### src/rtl/mmio_irq_timer.sv
// mmio_irq_timer: MMIO-programmable countdown timer and level interrupt source.
// Drives mmio_BInterrupt06, which is forwarded to the core's BInterrupt06 pin.
// Register window (word addresses):
//   0 CTRL   [0] IE, [1] RUN          RW
//   1 LOAD   CNT_W bits               RW
//   2 COUNT  current counter          RO
//   3 STATUS [0] PEND                 W1C
//   4 SWSET  [0]=1 sets PEND          WO (reads 0)
//   5..7     reads 0, writes ignored
// Build option: define MMIO_IRQ_TIMER_AUTO_RELOAD_EN for periodic mode
// (reload from LOAD on expiry). The default build is one-shot, and RUN
// self-clears on expiry.
module mmio_irq_timer #(
  parameter int CNT_W  = 32,
  parameter int ADDR_W = 3
) (
  input  logic              CLK,
  input  logic              BReset_n,
  input  logic              mmio_wr,
  input  logic              mmio_rd,
  input  logic [ADDR_W-1:0] mmio_addr,
  input  logic [31:0]       mmio_wdata,
  output logic [31:0]       mmio_rdata,
  output logic              mmio_BInterrupt06
);

  typedef enum logic {S_IDLE, S_COUNT} state_t;

  state_t           r_state;
  state_t           w_state_nxt;
  logic             r_ie;
  logic             r_run;
  logic             r_pend;
  logic [CNT_W-1:0] r_load;
  logic [CNT_W-1:0] r_count;
  logic [31:0]      r_rdata;
  logic             r_irq;

  logic             w_wr_ctrl;
  logic             w_wr_load;
  logic             w_wr_status;
  logic             w_wr_swset;
  logic [CNT_W-1:0] w_load_eff;
  logic             w_expire;
  logic [CNT_W-1:0] w_count_nxt;
  logic             w_run_nxt;
  logic             w_pend_nxt;
  logic [31:0]      w_rdata_nxt;

  assign w_wr_ctrl   = mmio_wr && (mmio_addr == ADDR_W'(0));
  assign w_wr_load   = mmio_wr && (mmio_addr == ADDR_W'(1));
  assign w_wr_status = mmio_wr && (mmio_addr == ADDR_W'(3));
  assign w_wr_swset  = mmio_wr && (mmio_addr == ADDR_W'(4));

  // A LOAD of 0 behaves like 1 so a started timer always expires.
  assign w_load_eff = (r_load == '0) ? CNT_W'(1) : r_load;

  // State register.
  // NOTE: sequential state uses non-blocking (<=) so every flop samples the
  // pre-edge values; blocking here would create order-dependent races.
  always_ff @(posedge CLK or negedge BReset_n) begin
    if (!BReset_n) r_state <= S_IDLE;
    else           r_state <= w_state_nxt;
  end

  // Next-state logic: CTRL writes dominate; otherwise expiry ends or reloads.
  // NOTE: every always_comb output gets a default first so no path leaves it
  // unassigned, which would otherwise infer a latch.
  always_comb begin
    w_state_nxt = r_state;
    unique case (r_state)
      S_IDLE: begin
        if (w_wr_ctrl && mmio_wdata[1]) w_state_nxt = S_COUNT;
      end
      S_COUNT: begin
        if (w_wr_ctrl) begin
          w_state_nxt = mmio_wdata[1] ? S_COUNT : S_IDLE;
        end else if (r_count == CNT_W'(1)) begin
`ifdef MMIO_IRQ_TIMER_AUTO_RELOAD_EN
          w_state_nxt = S_COUNT;
`else
          w_state_nxt = S_IDLE;
`endif
        end
      end
      default: w_state_nxt = S_IDLE;
    endcase
  end

  // FSM outputs: counter, RUN and PEND updates plus the read-data mux.
  always_comb begin
    // A CTRL write on the terminal edge restarts or stops instead of expiring.
    w_expire    = (r_state == S_COUNT) && !w_wr_ctrl && (r_count == CNT_W'(1));
    w_count_nxt = r_count;
    w_run_nxt   = r_run;
    w_pend_nxt  = r_pend;

    if (w_wr_ctrl) begin
      w_run_nxt = mmio_wdata[1];
      // Start or restart loads the counter; stop leaves it frozen.
      if (mmio_wdata[1]) w_count_nxt = w_load_eff;
    end else if (r_state == S_COUNT) begin
      if (w_expire) begin
`ifdef MMIO_IRQ_TIMER_AUTO_RELOAD_EN
        w_count_nxt = w_load_eff;
`else
        w_count_nxt = '0;
        w_run_nxt   = 1'b0;
`endif
      end else if (r_count != '0) begin
        w_count_nxt = r_count - CNT_W'(1);
      end
    end

    // Clear first so a simultaneous set (expiry or SWSET) wins.
    if (w_wr_status && mmio_wdata[0]) w_pend_nxt = 1'b0;
    if (w_expire || (w_wr_swset && mmio_wdata[0])) w_pend_nxt = 1'b1;

    w_rdata_nxt = '0;
    unique case (mmio_addr)
      ADDR_W'(0): w_rdata_nxt = {30'd0, r_run, r_ie};
      ADDR_W'(1): w_rdata_nxt = 32'(r_load);
      ADDR_W'(2): w_rdata_nxt = 32'(r_count);
      ADDR_W'(3): w_rdata_nxt = {31'd0, r_pend};
      default:    w_rdata_nxt = '0;
    endcase
  end

  // Architectural registers.
  always_ff @(posedge CLK or negedge BReset_n) begin
    if (!BReset_n) begin
      r_ie    <= 1'b0;
      r_run   <= 1'b0;
      r_pend  <= 1'b0;
      r_load  <= '0;
      r_count <= '0;
    end else begin
      if (w_wr_ctrl) r_ie <= mmio_wdata[0];
      if (w_wr_load) r_load <= mmio_wdata[CNT_W-1:0];
      r_run   <= w_run_nxt;
      r_pend  <= w_pend_nxt;
      r_count <= w_count_nxt;
    end
  end

  // Registered read data: captures pre-write contents and holds when idle.
  always_ff @(posedge CLK or negedge BReset_n) begin
    if (!BReset_n)    r_rdata <= '0;
    else if (mmio_rd) r_rdata <= w_rdata_nxt;
  end

  // Registered level interrupt, one cycle behind PEND and IE.
  always_ff @(posedge CLK or negedge BReset_n) begin
    if (!BReset_n) r_irq <= 1'b0;
    else           r_irq <= r_pend & r_ie;
  end

  assign mmio_rdata        = r_rdata;
  assign mmio_BInterrupt06 = r_irq;

endmodule

### config.mk
export PLATFORM = sky130hd
export DESIGN_NAME = mmio_irq_timer
export DESIGN_NICKNAME = d
export VERILOG_FILES = /design/src/rtl/mmio_irq_timer.sv
export SDC_FILE = /design/constraint.sdc
export NUM_CORES = 1
export LEC_CHECK = 0
export ABC_CLOCK_PERIOD_IN_PS = 6780
export CAP_MARGIN = 20
export CORE_MARGIN = 3
export CORE_UTILIZATION = 55
export DETAILED_ROUTE_END_ITERATION = 7
export GPL_TIMING_DRIVEN = 0
export HOLD_SLACK_MARGIN = 0.02
export PLACE_DENSITY = 0.8
export REMOVE_ABC_BUFFERS = 1
export SLEW_MARGIN = 40
export SYNTH_ARGS = -nofsm -noshare
export SYNTH_HDL_FRONTEND = slang
export SYNTH_SLANG_ARGS = --single-unit
### constraint.sdc
create_clock -name CLK -period 6.78 [get_ports CLK]
set_input_delay 1.356 -clock CLK [delete_from_list [all_inputs] [get_ports CLK]]
set_output_delay 1.356 -clock CLK [all_outputs]
set_load 0.02 [all_outputs]
# Word-level counts from Yosys, hierarchy flattened

Cells that the tools add are included.

Bits in registers: 101
Output and inout port bits: 33
Input bits: 39
Word-level logic and storage cells: 54

Bitwise gates (word level): 2
Add/subtract/negate cells: 1
Multiplexer cells: 17
Eq/ne operators: 6
Reductions and logical operators: 20

Operator list:

| kind                                                  | number |
|---|---|
| 2-to-1 mux 32 bit                                     | 6 |
| case mux 32 bit (4 select lines)                      | 1 |
| equality test 32 x 1 -> 1 bit (second input constant) | 1 |
| zero test 32 bit                                      | 1 |
| nonzero test 32 bit                                   | 1 |
| subtractor 32 x 1 -> 32 bit (second input constant)   | 1 |
| logical AND 1 bit                                     | 9 |
| 2-to-1 mux 1 bit                                      | 9 |
| equality test 3 x 2 -> 1 bit (second input constant)  | 2 |
| nonzero test 2 bit                                    | 3 |
| equality test 3 x 1 -> 1 bit (second input constant)  | 1 |
| equality test 3 bit (second input constant)           | 1 |
| zero test 3 bit                                       | 1 |
| AND reduction 3 bit                                   | 1 |
| nonzero test 3 bit                                    | 1 |
| != test 2 bit (second input constant)                 | 1 |
| case mux 1 bit (2 select lines)                       | 1 |
| AND reduction 2 bit                                   | 1 |
| AND 1 bit                                             | 1 |
| zero test 1 bit                                       | 1 |
| logical OR 1 bit                                      | 1 |
| NOT 1 bit                                             | 1 |

# Depth between registers and ports, before layout

Depth in word-level cells: 8
Gate-level depth with buffers: 9
Depth with buffers taken out: 8

# Least setup slack after synthesis

No wires, ideal clock.

Path type: input to register
From: input port mmio_addr[0]
To: register r_count[22]
Slack: 3.699 ns
Cell stages on the path: 6
Library setup time: 0.082 ns
Arrival: 2.998 ns
Data required time: 6.698 ns
Path buffers: 2
Cells stage by stage: clkbuf_1 -> or4b_2 -> nor2_1 -> clkbuf_1 -> a22oi_1 -> o22ai_1

Longest elaborated chain between the ends: 8
Elaborated cells between the ends (all ways): 12
Classes of those cells: eq/ne (1); mux (3); reduce/logical (8)

RTL lines:

| what                           | RTL line | RTL |
|---|---|---|
| start, declared                | 21       | `input logic [ADDR_W-1:0] mmio_addr,` |
| zero test 3 bit *              | 50       | `assign w_wr_ctrl = mmio_wr && (mmio_addr == ADDR_W'(0));` |
| logical AND 1 bit *            | 50       |  |
| zero test 1 bit                | 93       | `w_expire = (r_state == S_COUNT) && !w_wr_ctrl && (r_count == CNT_W'(1));` |
| logical AND 1 bit (2 in a row) | 93       |  |
| 2-to-1 mux 32 bit              | 103      | `if (w_expire) begin` |
| 2-to-1 mux 32 bit              | 102      | `end else if (r_state == S_COUNT) begin` |
| 2-to-1 mux 32 bit              | 98       | `if (w_wr_ctrl) begin` |
| end signal, assigned           | 142      | `r_count <= w_count_nxt;` |
| end, declared                  | 35       | `logic [CNT_W-1:0] r_count;` |

Mark *: on every way between the ends. The rest lies on a longest branch, timed or not. The select of a mux whose other input is x is not followed.
A chain may end at the register's enable or synchronous reset.

# Final worst setup path

From: input port mmio_addr[1]
To: register r_count[1]

Same word-level chain as after synthesis.

==> summary.txt <==
STA
  • Worst Clk Skew: 10.1 ps
  • Final setup vio count: 0
  • Fmax: 278 MHz
  • Worst hold slack: 495 ps
  • Worst rel slew slack: 0.476
  • Final hold vios: 0
  • Unrepaired setup endpoints after global routing: false
  • Period minus WS final: 3590 ps
  • Fin crit share: 0.530
  • Pins Over Slew Limit: 0
  • Worst-Margin Slew: 785 ps

Global route
  • Vias in the first global route: 4360
  • GRT overflow: 0
  • Total GRT Usage: 0.267
  • First-pass GRT wire length: 21900 um
  • Initial antenna violation count: 0
  • Largest net degree at the start of global routing: 64

Worst setup path
  • Setup crit end kind: register
  • Ordered cell list for the critical path: clkdlybuf4s50_1 > or4b_2 > nand2_1 > o21a_2 > a21oi_1 > a22oi_1
  • Worst path bufs/invs: 1
  • CP startpoint: mmio_addr[1]
  • Critical-path top delay cell: or4b_2
  • R2R Setup Slk: 3320 ps
  • CP endpoint: r_count[1]
  • Peak per-stage delay on the critical path: 840 ps
  • Crit path arrival time: 3870 ps
  • Crit path max fanout: 32
  • R2R cell count: 6
  • Reg-to-reg startpoint: r_count[4]
  • WS Path Type: input pin to register
  • Critical R2R Capture: r_count[1]
  • Type of origin of the critical path: input pin
  • Critical path depth: 6
  • CP required: 7060 ps
  • Top delay family on crit path: simple AND/OR/NAND/NOR gates

Synthesis
  • Mean Syn Cell Area: 9.94 um2
  • Async SR Flop Fraction: 1.00
  • Top post-synthesis cells by area: dfrtp_1 (50%), mux2_2 (7.4%), a22oi_1 (5.8%), nor2_1 (5.0%), a21oi_1 (4.2%)
  • Unique cell type count in the Yosys netlist: 53
  • Top_reg_cell synth: dfrtp_1
  • Post-synth EDFFs: 0
  • Top-area cell type share of the netlist area: 0.501
  • Most frequent cell after synthesis: dfrtp_1
  • Flops & latches, synth: 101
  • Mapped Area: 5050 um2
  • Area leader, netlist: dfrtp_1
  • Ys Warns: 0
  • Synth Instances: 508
  • Post-synth top cells: dfrtp_1 (101), nor2_1 (67), a21oi_1 (42)
  • Seq/Total Area, Yosys: 0.501

Floorplan
  • Area of the core: 8810 um2
  • Die H: 102 um
  • I/O pin count: 72
  • Initial core utilization: 0.573
  • Die W: 102 um
  • Die footprint: 10400 um2
  • Rows: 34

Place
  • Number of port buffers: 71
  • GP Congestion: 0.939
  • Placed cell areas: 5920 um2
  • Detailed placer's ending HPWL: 9280 um

Pwr
  • Pint: 1.13 mW
  • Clock share of power: 0.220
  • Leakage power: 2.37 nW
  • Reg power frac: 0.515
  • Combinational group share of total power: 0.265
  • Net Switching: 629 uW
  • Sw frac: 0.357
  • Worst vdd ir: 0.223 mV
  • Power Density: 288 nW/um2

Clock tree
  • CTS Hold Bufs: 0
  • Clock Sink Count: 101
  • Htree depth: 3
  • TritonCTS Buffers: 9
  • Root buf cell: clkbuf_8
  • CTS tree: built
  • Later-pin clock latency in the skew report: 370 ps
  • Clock-pin slew on the worst setup and hold paths: 90 ps
  • Clock Tree Buf Depth: 2
  • Post-CTS Repair Setup Buffers: 0
  • Resized Gates After CTS: 0

Detailed routing
  • Pre-antenna DRT Iters: 5
  • Routed wire per std cell: 19.7 um
  • Routed WL: 13300 um
  • Vias: 4448
  • Drc violations: 0
  • Antenna-violating nets left: 0
  • Iter 0 DRT Violations: 310
  • Via/cell ratio: 6.58

Run
  • Max-cap viol count: 0

Min path
  • Hold wc startpoint: r_run
  • Worst min path class: register to register

Final layout
  • Design Area, Final: 6110 um2
  • Layout cells sized above 1: 0.143
  • Antenna cells: 0
  • Final nets: 604
  • Area Growth Syn to Fin: 21.1%

Status
  • Outcome: complete, no violations
stage by stage:
| stage | cells | power, mW | utilization | worst slack (ps) | TNS, ps |
|---|---|---|---|---|---|
| after floorplan | 470 | 1.16 | - | 2080 | 0 |
| after global placement | 649 | 1.34 | 0.652 | -354 | -4750 |
| after detailed placement | 660 | 1.37 | 0.672 | 2890 | 0 |
| after CTS | 676 | 1.76 | 0.694 | 3280 | 0 |
| after global routing | 676 | 1.86 | 0.694 | 3070 | 0 |
| final | 676 | 1.76 | 0.694 | 3190 | 0 |
registers in the layout, summed over array words and instances, names as in the netlist:
name / cells
mmio_rdata: 32
r_count: 32
r_load: 32
mmio_BInterrupt06: 1
r_ie: 1
r_pend: 1
r_run: 1
r_state: 1
placed cells by master, fill, tap and decap left out, drive strengths merged, types with 13 or more instances in the layout:
| cell type | Yosys | routed |
|---|---|---|
| buf | 10 | 13 |
| a22oi | 39 | 39 |
| nand2 | 19 | 19 |
| nor4 | 14 | 14 |
| a21oi | 42 | 42 |
| o2bb2ai | 17 | 17 |
| clkdlybuf4s50 | 0 | 69 |
| nor2 | 68 | 68 |
| mux2 | 33 | 33 |
| o21ai | 30 | 30 |
| dfrtp | 101 | 101 |
| nor3 | 19 | 19 |
power groups by stage:
stage / Combinational [mW] / Sequential (mW) / Clock (mW)
2_1_floorplan: 0.278 / 0.879 / 0
3_3_place_gp: 0.438 / 0.905 / 0
3_5_place_dp: 0.462 / 0.912 / 0
4_1_cts: 0.465 / 0.901 / 0.395
5_1_grt: 0.519 / 0.924 / 0.420
6_report: 0.467 / 0.909 / 0.387
worst min-delay path: cells and delay by family, from the launching register on:
family | cells | cell delay [ps]
flip-flops | 1 | 360
AND/OR/NAND/NOR | 2 | 110
kinds of logic after synthesis:
logic type | Yosys count | synth area share
AOI/OAI and AO/OA | 162 | 0.217
adders and majority gates | 2 | 0.00496
buffers and inverters | 47 | 0.0369
DFF | 101 | 0.501
muxes | 35 | 0.0801
and+or+nand+nor | 161 | 0.160
worst min-delay path by stage:
stage | endpoint | slack, ps | cells past startpoint
after floorplan | r_run | 450 | 2
after global placement | r_run | 460 | 2
after detailed placement | r_run | 470 | 2
after CTS | r_run | 490 | 2
after global routing | r_run | 530 | 2
final | r_run | 500 | 2
metal layers:
layer,global-route usage,part of all wire
met5,0,0
met4,0.0930,0.022
met3,0.0489,0.064
met2,0.430,0.49
met1,0.365,0.43
cell type report:
class	instances	area [um2]
Tap cell	108	135
Fill cell	696	2690
Inverter	9	33.8
Timing Repair Buffer	82	836
Clock inverter	7	72.6
Multi-Input combinational cell	360	2380
Clock buffer	9	124
Sequential cell	101	2530
(Power assumes the default switching activity.)
